===== config.mk =====
export PLATFORM = sky130hd
export DESIGN_NAME = uob_pq
export DESIGN_NICKNAME = d
export VERILOG_FILES = /design/src/rtl/uob_pq_pkg.sv /design/src/rtl/asymm_bram_min_rd.sv /design/src/rtl/uob_pq.sv
export SDC_FILE = /design/constraint.sdc
export NUM_CORES = 2
export LEC_CHECK = 0
export BUFFER_PORTS_ARGS = -buffer_cell sky130_fd_sc_hd__clkbuf_2
export CAP_MARGIN = 10
export CORE_ASPECT_RATIO = 0.6
export CORE_MARGIN = 2
export CORE_UTILIZATION = 40
export DETAILED_ROUTE_END_ITERATION = 8
export HOLD_SLACK_MARGIN = 0.06
export SYNTH_ARGS = -nofsm -noshare
export SYNTH_HDL_FRONTEND = slang
export SYNTH_HIERARCHICAL = 1
export SYNTH_MEMORY_MAX_BITS = 65536
export SYNTH_SLANG_ARGS = --single-unit

===== constraint.sdc =====
create_clock -name clk -period 8.65 [get_ports clk]
set_input_delay 0.865 -clock clk [delete_from_list [all_inputs] [get_ports clk]]
set_output_delay 0.865 -clock clk [all_outputs]
set_load 0.02 [all_outputs]

===== src/rtl/uob_pq_pkg.sv =====
// Shared definitions for the unit output buffer packet queue: marker word,
// default queue size, read FSM encoding and a width helper.
package uob_pq_pkg;

  localparam logic [63:0] UOB_PQ_HDR       = '1;
  localparam int          UOB_PQ_QUEUE_MSB = 2;
  localparam int          UOB_PQ_N_THREADS = 8;

  typedef enum logic [2:0] {
    RD_IDLE,
    RD_OFFER,
    RD_HDR,
    RD_TID,
    RD_DATA,
    RD_TERM
  } rd_state_e;

  // Index of the highest set bit needed to represent x (at least 0).
  function automatic int msb(input int x);
    return (x < 2) ? 0 : $clog2(x + 1) - 1;
  endfunction

endpackage


===== src/rtl/asymm_bram_min_rd.sv =====
// Block RAM with a wide write port and a narrow registered read port.
// Narrow slice 0 of each wide word is its least significant slice.
module asymm_bram_min_rd #(
  parameter  int MIN_WIDTH = 8,
  parameter  int RATIO     = 2,
  parameter  int MAX_DEPTH = 256,
  localparam int MAX_WIDTH = MIN_WIDTH * RATIO,
  localparam int WA_W      = $clog2(MAX_DEPTH),
  localparam int SEL_W     = $clog2(RATIO),
  localparam int RA_W      = WA_W + SEL_W
) (
  input  logic                 clk_i,
  input  logic                 wr_en_i,
  input  logic [WA_W-1:0]      wr_addr_i,
  input  logic [MAX_WIDTH-1:0] din_i,
  input  logic                 rd_en_i,
  input  logic [RA_W-1:0]      rd_addr_i,
  output logic [MIN_WIDTH-1:0] dout_o
);

  logic [MAX_WIDTH-1:0] mem [MAX_DEPTH];

  always_ff @(posedge clk_i) begin
    if (wr_en_i) mem[wr_addr_i] <= din_i;
  end

  generate
    if (RATIO == 1) begin : g_same
      always_ff @(posedge clk_i) begin
        if (rd_en_i) dout_o <= mem[rd_addr_i];
      end
    end else begin : g_asym
      logic [MAX_WIDTH-1:0] word;
      assign word = mem[rd_addr_i[RA_W-1:SEL_W]];
      always_ff @(posedge clk_i) begin
        if (rd_en_i) dout_o <= word[rd_addr_i[SEL_W-1:0]*MIN_WIDTH +: MIN_WIDTH];
      end
    end
  endgenerate

endmodule


===== src/rtl/uob_pq.sv =====
// Unit output buffer: CPU writes whole packets into queue slots, the read FSM
// streams them out as header, thread ID, data slices and a zero terminator.
module uob_pq import uob_pq_pkg::*; #(
  parameter  int IN_WIDTH      = 16,
  parameter  int OUT_WIDTH     = 8,
  parameter  int MAX_PKT_LEN   = 20,
  parameter  int ADDR_MSB      = msb(MAX_PKT_LEN - 1),
  parameter  int PKT_QUEUE_MSB = UOB_PQ_QUEUE_MSB,
  parameter  int N_THREADS     = UOB_PQ_N_THREADS,
  localparam int TID_MSB       = msb(N_THREADS - 1)
) (
  input  logic                     clk,
  input  logic                     rst,
  input  logic [IN_WIDTH-1:0]      din,
  input  logic                     wr_en,
  input  logic [ADDR_MSB:0]        wr_addr,
  input  logic [TID_MSB:0]         wr_tid,
  input  logic                     set_input_complete,
  input  logic                     set_input_abort,
  output logic                     ready,
  output logic                     full,
  output logic [PKT_QUEUE_MSB+1:0] n_free,
  output logic [OUT_WIDTH-1:0]     dout,
  input  logic                     rd_en,
  output logic                     empty
);

  localparam int RATIO = IN_WIDTH / OUT_WIDTH;
  localparam int RSH   = $clog2(RATIO);
  localparam int QW    = PKT_QUEUE_MSB + 1;
  localparam int CW    = QW + 1;
  localparam int DEPTH = 1 << QW;
  localparam int AW    = ADDR_MSB + 1;
  localparam int LW    = AW + 1;
  localparam int SLW   = LW + RSH;
  localparam logic [CW-1:0]        DEPTH_C = CW'(DEPTH);
  localparam logic [OUT_WIDTH-1:0] HDR     = UOB_PQ_HDR[OUT_WIDTH-1:0];

  logic [QW-1:0]      wr_ptr_q, wr_ptr_d, rd_ptr_q;
  logic [CW-1:0]      count_q, count_d;
  logic               in_progress_q, in_progress_d;
  logic [TID_MSB:0]   tid_q, tid_d, tid_upd;
  logic [LW-1:0]      len_q, len_d, len_upd, wlen;
  logic               ready_q, full_q;
  logic [CW-1:0]      n_free_q;
  logic               wr_acc, push, pop;

  logic [TID_MSB:0]   tid_mem [DEPTH];
  logic [LW-1:0]      len_mem [DEPTH];

  rd_state_e          state_q;
  logic [OUT_WIDTH-1:0] dout_q, bram_q;
  logic               empty_q;
  logic [SLW-1:0]     slice_q, term_at;
  logic [LW-1:0]      cur_len;
  logic [TID_MSB:0]   cur_tid;

  assign wr_acc  = wr_en & ~full_q;
  assign pop     = (state_q == RD_TERM);
  // A full queue can still take a complete in the cycle its head slot is popped.
  assign push    = set_input_complete & ~set_input_abort & (~full_q | pop);
  assign wlen    = LW'(wr_addr) + LW'(1);
  assign len_upd = (wr_acc && (wlen > len_q)) ? wlen : len_q;
  assign tid_upd = in_progress_q ? tid_q : wr_tid;

  always_comb begin
    in_progress_d = in_progress_q | wr_acc;
    tid_d         = wr_acc ? tid_upd : tid_q;
    len_d         = len_upd;
    wr_ptr_d      = wr_ptr_q;
    count_d       = count_q;
    if (set_input_abort || push) begin
      in_progress_d = 1'b0;
      len_d         = '0;
    end
    if (push) wr_ptr_d = wr_ptr_q + QW'(1);
    case ({push, pop})
      2'b10:   count_d = count_q + CW'(1);
      2'b01:   count_d = count_q - CW'(1);
      default: count_d = count_q;
    endcase
  end

  always_ff @(posedge clk) begin
    if (rst) begin
      wr_ptr_q      <= '0;
      count_q       <= '0;
      in_progress_q <= 1'b0;
      tid_q         <= '0;
      len_q         <= '0;
      ready_q       <= 1'b1;
      full_q        <= 1'b0;
      n_free_q      <= DEPTH_C;
    end else begin
      wr_ptr_q      <= wr_ptr_d;
      count_q       <= count_d;
      in_progress_q <= in_progress_d;
      tid_q         <= tid_d;
      len_q         <= len_d;
      ready_q       <= ~in_progress_d & (count_d < DEPTH_C);
      full_q        <= (count_d == DEPTH_C);
      n_free_q      <= DEPTH_C - count_d;
    end
  end

  always_ff @(posedge clk) begin
    if (push) begin
      tid_mem[wr_ptr_q] <= tid_upd;
      len_mem[wr_ptr_q] <= len_upd;
    end
  end

  assign cur_len = len_mem[rd_ptr_q];
  assign cur_tid = tid_mem[rd_ptr_q];
  assign term_at = (SLW'(cur_len) << RSH) + SLW'(1);

  // slice_q runs one slice ahead of dout to hide the BRAM read latency.
  always_ff @(posedge clk) begin
    if (rst) begin
      state_q  <= RD_IDLE;
      dout_q   <= '0;
      empty_q  <= 1'b1;
      rd_ptr_q <= '0;
      slice_q  <= '0;
    end else begin
      case (state_q)
        RD_IDLE: begin
          slice_q <= '0;
          if (count_q != '0) begin
            state_q <= RD_OFFER;
            empty_q <= 1'b0;
          end
        end
        RD_OFFER: begin
          slice_q <= '0;
          if (rd_en) begin
            state_q <= RD_HDR;
            empty_q <= 1'b1;
            dout_q  <= HDR;
          end
        end
        RD_HDR: begin
          dout_q  <= OUT_WIDTH'(cur_tid);
          slice_q <= slice_q + SLW'(1);
          state_q <= RD_TID;
        end
        RD_TID: begin
          if (cur_len == '0) begin
            dout_q  <= '0;
            state_q <= RD_TERM;
          end else begin
            dout_q  <= bram_q;
            slice_q <= slice_q + SLW'(1);
            state_q <= RD_DATA;
          end
        end
        RD_DATA: begin
          if (slice_q == term_at) begin
            dout_q  <= '0;
            state_q <= RD_TERM;
          end else begin
            dout_q  <= bram_q;
            slice_q <= slice_q + SLW'(1);
          end
        end
        RD_TERM: begin
          dout_q   <= '0;
          rd_ptr_q <= rd_ptr_q + QW'(1);
          state_q  <= RD_IDLE;
        end
        default: state_q <= RD_IDLE;
      endcase
    end
  end

  asymm_bram_min_rd #(
    .MIN_WIDTH (OUT_WIDTH),
    .RATIO     (RATIO),
    .MAX_DEPTH (1 << (QW + AW))
  ) u_bram (
    .clk_i     (clk),
    .wr_en_i   (wr_acc),
    .wr_addr_i ({wr_ptr_q, wr_addr}),
    .din_i     (din),
    .rd_en_i   (1'b1),
    .rd_addr_i ({rd_ptr_q, slice_q[AW+RSH-1:0]}),
    .dout_o    (bram_q)
  );

  assign ready  = ready_q;
  assign full   = full_q;
  assign n_free = n_free_q;
  assign dout   = dout_q;
  assign empty  = empty_q;

endmodule


# Word-level counts from Yosys, hierarchy flattened
# Memories as Yosys holds them, arrays and structs flattened. A register that Yosys moved wholly into a read port is not among the register bits.
# Index checks and enable logic that the tools add are counted.
word_totals:
  reg_bits: 53
  mem_bits_rw: 4168
  in_bits: 30
  out_inout_bits: 15
  elab_cells: 92
  mem_count: 3
op_classes:
  n_addsub: 8
  n_lt_le_gt_ge: 2
  eq_ne: 14
  shift: 1
  mux: 27
  bitwise: 9
  reduce_logical: 14
memory_table:
  columns: ["name", "depth", "word_bits", "rd", "rd_clocked_by_memory_dff", "wr", "line", "rtl"]
  rows:
  - ["u_bram.mem", 256, 16, 1, 0, 1, "asymm_bram_min_rd.sv:21", "logic [MAX_WIDTH-1:0] mem [MAX_DEPTH];"]
  - ["len_mem", 8, 6, 1, 1, 1, "uob_pq.sv:49", "logic [LW-1:0] len_mem [DEPTH];"]
  - ["tid_mem", 8, 3, 1, 1, 1, "uob_pq.sv:48", "logic [TID_MSB:0] tid_mem [DEPTH];"]
ops:
  columns: ["operator", "count"]
  rows:
  - ["$pmux W8 S5", 1]
  - ["$pmux W7 S4", 1]
  - ["$mux W3", 8]
  - ["$mux W8", 3]
  - ["$shiftx A16 B5 Y8", 1]
  - ["$pmux W3 S5", 1]
  - ["$add A7 B1 Y7 const B", 2]
  - ["$mux W7", 2]
  - ["$ne A2 B2 Y1 const B", 5]
  - ["$reduce_and A3 Y1", 3]
  - ["$mux W1", 8]
  - ["$pmux W4 S2", 1]
  - ["$reduce_bool A4 Y1", 2]
  - ["$eq A7 B7 Y1", 1]
  - ["$add A3 B1 Y3 const B", 2]
  - ["$add A5 B1 Y6 const B", 1]
  - ["$eq A3 B2 Y1 const B", 2]
  - ["$eq A3 B3 Y1 const B", 2]
  - ["$gt A6 B6 Y1", 1]
  - ["$logic_not A6 Y1", 1]
  - ["$mux W6", 1]
  - ["$reduce_bool A5 Y1", 1]
  - ["$add A4 B1 Y4 const B", 1]
  - ["$and A1 B1 Y1", 4]
  - ["16 further kinds", 20]

# Longest topological paths before layout
logic_depth:
  word_depth: 7
  depth_mapped: 16
  mapped_depth_nobuf: 15

# Cells and area by module
# The synthesis kept the hierarchy.
modules_own_cells:
  columns: ["module", "n_inst", "cells_each", "area_per_inst_um2", "seq_area_each_um2"]
  rows:
  - ["asymm_bram_min_rd", 1, 7852, 160747.9, 123238.2]
  - ["uob_pq", 1, 408, 5235.0, 3103.0]

# Least setup slack after synthesis
# OpenSTA, ideal clock, no wires.
synth_path:
  path_kind: "input to register"
  from: "input port wr_en"
  to: "memory u_bram/mem[234][0] (netlist bit), enable pin"
  setup_time_ns: 0.388
  arrival_ns: 2.916
  setup_slack_ns: 5.345
  path_stages: 7
  path_cell_list: "nor2b_1 > clkbuf_1 > clkbuf_1 > buf_1 > nand3_1 > clkbuf_1 > nor2_1"
synth_between:
  elab_chain_len: 3
synth_rtl:
  columns: ["element", "line", "rtl"]
  rows:
  - ["start, declared", "uob_pq.sv:15", "input logic wr_en,"]
  - ["$and A1 B1 Y1", "uob_pq.sv:58", "assign wr_acc = wr_en & ~full_q;"]
  - ["named net wr_acc", "uob_pq.sv:46", "logic wr_acc, push, pop;"]
  - ["$mux W1", "asymm_bram_min_rd.sv:24", "if (wr_en_i) mem[wr_addr_i] <= din_i;"]
  - ["$mux W1 (not written as such)", "asymm_bram_min_rd.sv:24", null]
  - ["end, declared", "asymm_bram_min_rd.sv:21", null]
# The timed path passes the listed nets, and every way through them passes these cells.

# Worst setup path in the final report
layout_path:
  from: "register slice_q[2]"
  to: "register u_bram.dout_o[7], data pin"
layout_between:
  elab_chain_len: 2
layout_rtl:
  columns: ["element", "line", "rtl"]
  rows:
  - ["start, declared", "uob_pq.sv:54", "logic [SLW-1:0] slice_q, term_at;"]
  - ["start signal, assigned", "uob_pq.sv:144", "slice_q <= slice_q + SLW'(1);"]
  - ["start signal, assigned", "uob_pq.sv:153", "slice_q <= slice_q + SLW'(1);"]
  - ["start signal, assigned", "uob_pq.sv:163", "slice_q <= slice_q + SLW'(1);"]
  - ["$mem_v2 Z256 W16", null, null]
  - ["$shiftx A16 B5 Y8", "asymm_bram_min_rd.sv:36", "if (rd_en_i) dout_o <= word[rd_addr_i[SEL_W-1:0]*MIN_WIDTH +: MIN_WIDTH];"]
  - ["end signal, assigned", "asymm_bram_min_rd.sv:36", null]
  - ["end, declared", "asymm_bram_min_rd.sv:18", "output logic [MIN_WIDTH-1:0] dout_o"]
# No other way between the ends.
# A chain may end at the register's enable or synchronous reset.

==> metrics.txt <==
critical path arrival between 6 and 7 ns; Pwr Total 39790 uW; Yosys cell types 94; worst reg2reg path depth 9; post-CTS sizing 0; Area Overhead vs Synth 11.73%; DR vias/cell 6.178; Worst setup SP type register; hold endpoint empty; Final Hold Fails 0; post-synthesis sequential area ratio 0.7612; Die Y-Extent 503.0 um; Net Sw Frac 0.2034; critical path class register to register; Int Power approximately 32000 uW; largest net degree at the start of global routing 169; Hold Crit Depth 3; slew margin rel. 0.06833; Gate Count Post-Synth 8260; TritonCTS clock tree built; clock power share 0.415; final slew viol count 0; Post-synth ARST share 0; worst-path maximum fanout 96; # hold bufs at CTS 0; power density cells 214.6 nW/um^2; Avg WL per Cell 34.11 um; initial antenna violation count 30; Tmin final 5.912 ns; endpoint class of the critical path register; Synth Cell Area ~170000 um^2; Worst Skew 0.03221 ns; slowest CP cell nand4_1; post-route setup TNS 0 ns; fraction of layout cells with a size suffix above 1 0.1996; RR Endpoint u_bram/dout_o[7]; status completed; critical-path cell list buf_12 > nand2b_4 > buf_4 > o22ai_1 > o22ai_1 > a311oi_1 > nand4_1 > nand4_1 > and3_1; EDFF count, synth approximately 4200; placed cell count roughly 14000; Initial Util 0.4012; Max stage delay on crit path 1.04 ns; initial drt markers approximately 14000; DRT Pass-1 Iters 6; Final Wtd Congestion 0.8613; Syn Area/Cell about 20 um^2; chip width 835.6 um; # nets final 8666; clk_lat worst skew 0.94 ns; Worst Path Buf+Inv 2; Primary FF master, synth edfxtp_1; Max VDD drop 0.0001949 V; Tightest Hold Check Type primary input to register; Global Route Usage Sum 0.2288; Clock Path Buffers 4; first-pass GRT wire length 681.4 mm; Residual DRC 0; Seq pwr share 0.567; CTS Sinks between 4000 and 5000; YS warnings 6; Num CTS Buffers 366; Finished Layout Cells 14470; Worst Path Required 9.45 ns; RSZ-0062 raised after global routing no; final setup violating endpoints 0; max_cap viols 0; Core ar. roughly 410000 um^2; port buffer count between 40 and 50; Detail Route Antenna Nets 0; combinational power share 0.019; std cell rows 183; Top Family by Delay on Critical Path simple AND/OR/NAND/NOR gates; GR Overflow Total 0; Reg clk slew, reported paths roughly 0.06 ns; Setup Buffers After CTS 0; Worst R2R Setup Slack ~2.7 ns; post-synthesis register bit count 4223; FMAX 0.1691 GHz; Die ar. ~420000 um^2; drt total wl 493.6 mm; DP HPWL 302.5 mm; routed vias 89410; root buffer cell clkbuf_16; H-tree Lvls 5; Boundary Pins 45; part of the cycle the worst path needs 0.6835; number of global-route vias before repair about 83000; Leakage ~0.055 uW; Net Switching 8095 uW; HP Start rd_en; hold slack final 0.2514 ns; RR Startpoint slice_q[2]; Worst Tran Pin Value ~1.4 ns
[layout make-up]
type | count | area, um^2
Multi-Input combinational cell | 3518 | 36010
Sequential cell | 4223 | 126400
Timing Repair Buffer | 496 | 4357
Antenna cell | 20 | 50.05
Fill cell | 34720 | 228300
Clock buffer | 449 | 9692
Tap cell | 5550 | 6944
Inverter | 17 | 78.83
Clock inverter | 200 | 1959
[through the flow]
stage	instance area, um^2	worst slack [ns]	utilization
2_1_floorplan	166000	5.345	-
3_3_place_gp	173300	3.001	0.4190
3_5_place_dp	173600	3.383	0.4197
4_1_cts	185300	3.346	0.4478
5_1_grt	185400	2.997	0.4481
6_report	185500	2.738	0.4482
[cells in the final DEF, fill, tap and decap left out, drive strengths merged, types with 8 or more instances in the layout]
cell / netlist / final
dfxtp: 47 / 47
nor4: 16 / 16
xor2: 9 / 9
edfxtp: 4176 / 4176
a21oi: 187 / 187
ha: 14 / 14
mux2: 42 / 42
or3: 11 / 11
nor3: 65 / 65
xnor2: 9 / 9
bufinv: 0 / 36
buf: 308 / 467
a221oi: 15 / 15
o211ai: 12 / 12
a22oi: 17 / 17
nand3: 76 / 76
nand4: 42 / 42
and3: 12 / 12
a211oi: 29 / 29
inv: 17 / 26
clkinv: 0 / 136
nor2: 391 / 391
a2111oi: 14 / 14
clkinvlp: 0 / 19
clkbuf: 200 / 478
a31oi: 33 / 33
nand2: 154 / 154
diode: 0 / 20
o21ai: 148 / 148
mux4: 648 / 648
o22ai: 221 / 221
conb: 1 / 8
o31ai: 9 / 9
a311oi: 11 / 11
nor2b: 29 / 29
mux2i: 840 / 840
and2: 43 / 43
o221ai: 308 / 308
nand2b: 10 / 10
[synthesized netlist by cell type (15+ instances only)]
library cell	instances	area, um^2
edfxtp_1	4176	125400
mux2i_1	840	8408
mux4_2	580	13060
nor2_1	391	1468
o221ai_1	295	2584
o22ai_1	221	1383
a21oi_1	186	930.9
clkbuf_1	183	686.9
nand2_1	153	574.3
o21ai_0	145	725.7
buf_2	92	460.4
nand3_1	76	380.4
buf_6	69	777.0
mux4_1	68	1787
buf_8	65	975.9
nor3_1	63	315.3
dfxtp_1	47	940.9
mux2_2	42	473.0
nand4_1	42	262.8
and2_1	39	244.0
a31oi_1	33	206.5
buf_1	32	120.1
nor2b_1	29	181.4
a211oi_1	27	202.7
buf_12	25	500.5
buf_4	25	187.7
a22oi_1	17	127.6
inv_1	16	60.06
a221oi_1	15	131.4
clkbuf_8	15	206.5
[power groups by stage]
stage               combinational (uW)  clock [uW]  sequential [uW]
finish                             737       16500            22500
floorplan                          198           0            23000
global route                       775       17500            22500
CTS                                729       16700            22500
detailed placement                 728           0            23000
global placement                   695           0            23000
[state kept, by name, indices dropped and copies added (netlist names), named ones only]
| register | flops |
|---|---|
| len_q | 6 |
| ready | 1 |
| tid_mem | 24 |
| tid_q | 3 |
| slice_q | 7 |
| in_progress_q | 1 |
| u_bram/mem | 4096 |
| u_bram/dout_o | 8 |
| len_mem | 48 |
| wr_ptr_q | 3 |
| state_q | 3 |
| full | 1 |
| count_q | 4 |
| n_free | 3 |
| dout | 8 |
| rd_ptr_q | 3 |
| empty | 1 |
[logic make-up (layout without fill, tap and decap cells)]
kind of cell,count (synthesis),count (layout),synth area share
fa+ha+maj,14,14,0.001055
mux,1530,1530,0.1430
compound gates,1066,1066,0.04517
other cells,1,28,0.00002259
simple gates,882,882,0.02455
xor+xnor,18,18,0.0009499
buf+inv,526,1162,0.02411
flops,4223,4223,0.7612
[worst max-delay path by stage]
| stage | start | endpoint | slack [ns] | depth (start not counted) |
|---|---|---|---|---|
| floorplan | wr_en | u_bram/mem[234][0] | 5.35 | 7 |
| global placement | slice_q[2] | u_bram/dout_o[4] | 3.00 | 9 |
| detailed placement | slice_q[2] | u_bram/dout_o[7] | 3.38 | 9 |
| CTS | slice_q[2] | u_bram/dout_o[7] | 3.35 | 9 |
| global route | slice_q[2] | u_bram/dout_o[7] | 3.00 | 9 |
| finish | slice_q[2] | u_bram/dout_o[7] | 2.74 | 9 |
[metal layers]
| metal | global-route usage | part of all wire | vias up |
|---|---|---|---|
| li1 | - | - | 35200 |
| met1 | 0.3575 | 0.43 | 47700 |
| met2 | 0.3092 | 0.40 | 5891 |
| met3 | 0.08134 | 0.15 | 605 |
| met4 | 0.03869 | 0.017 | 12 |
| met5 | 0 | 0.00015 | - |
[tightest hold or removal path, stage by stage]
cell and delay (ns):
clkbuf_2 0.11, a21oi_1 0.06, o21bai_1 0.11
Power figures use the tool's default switching activity.
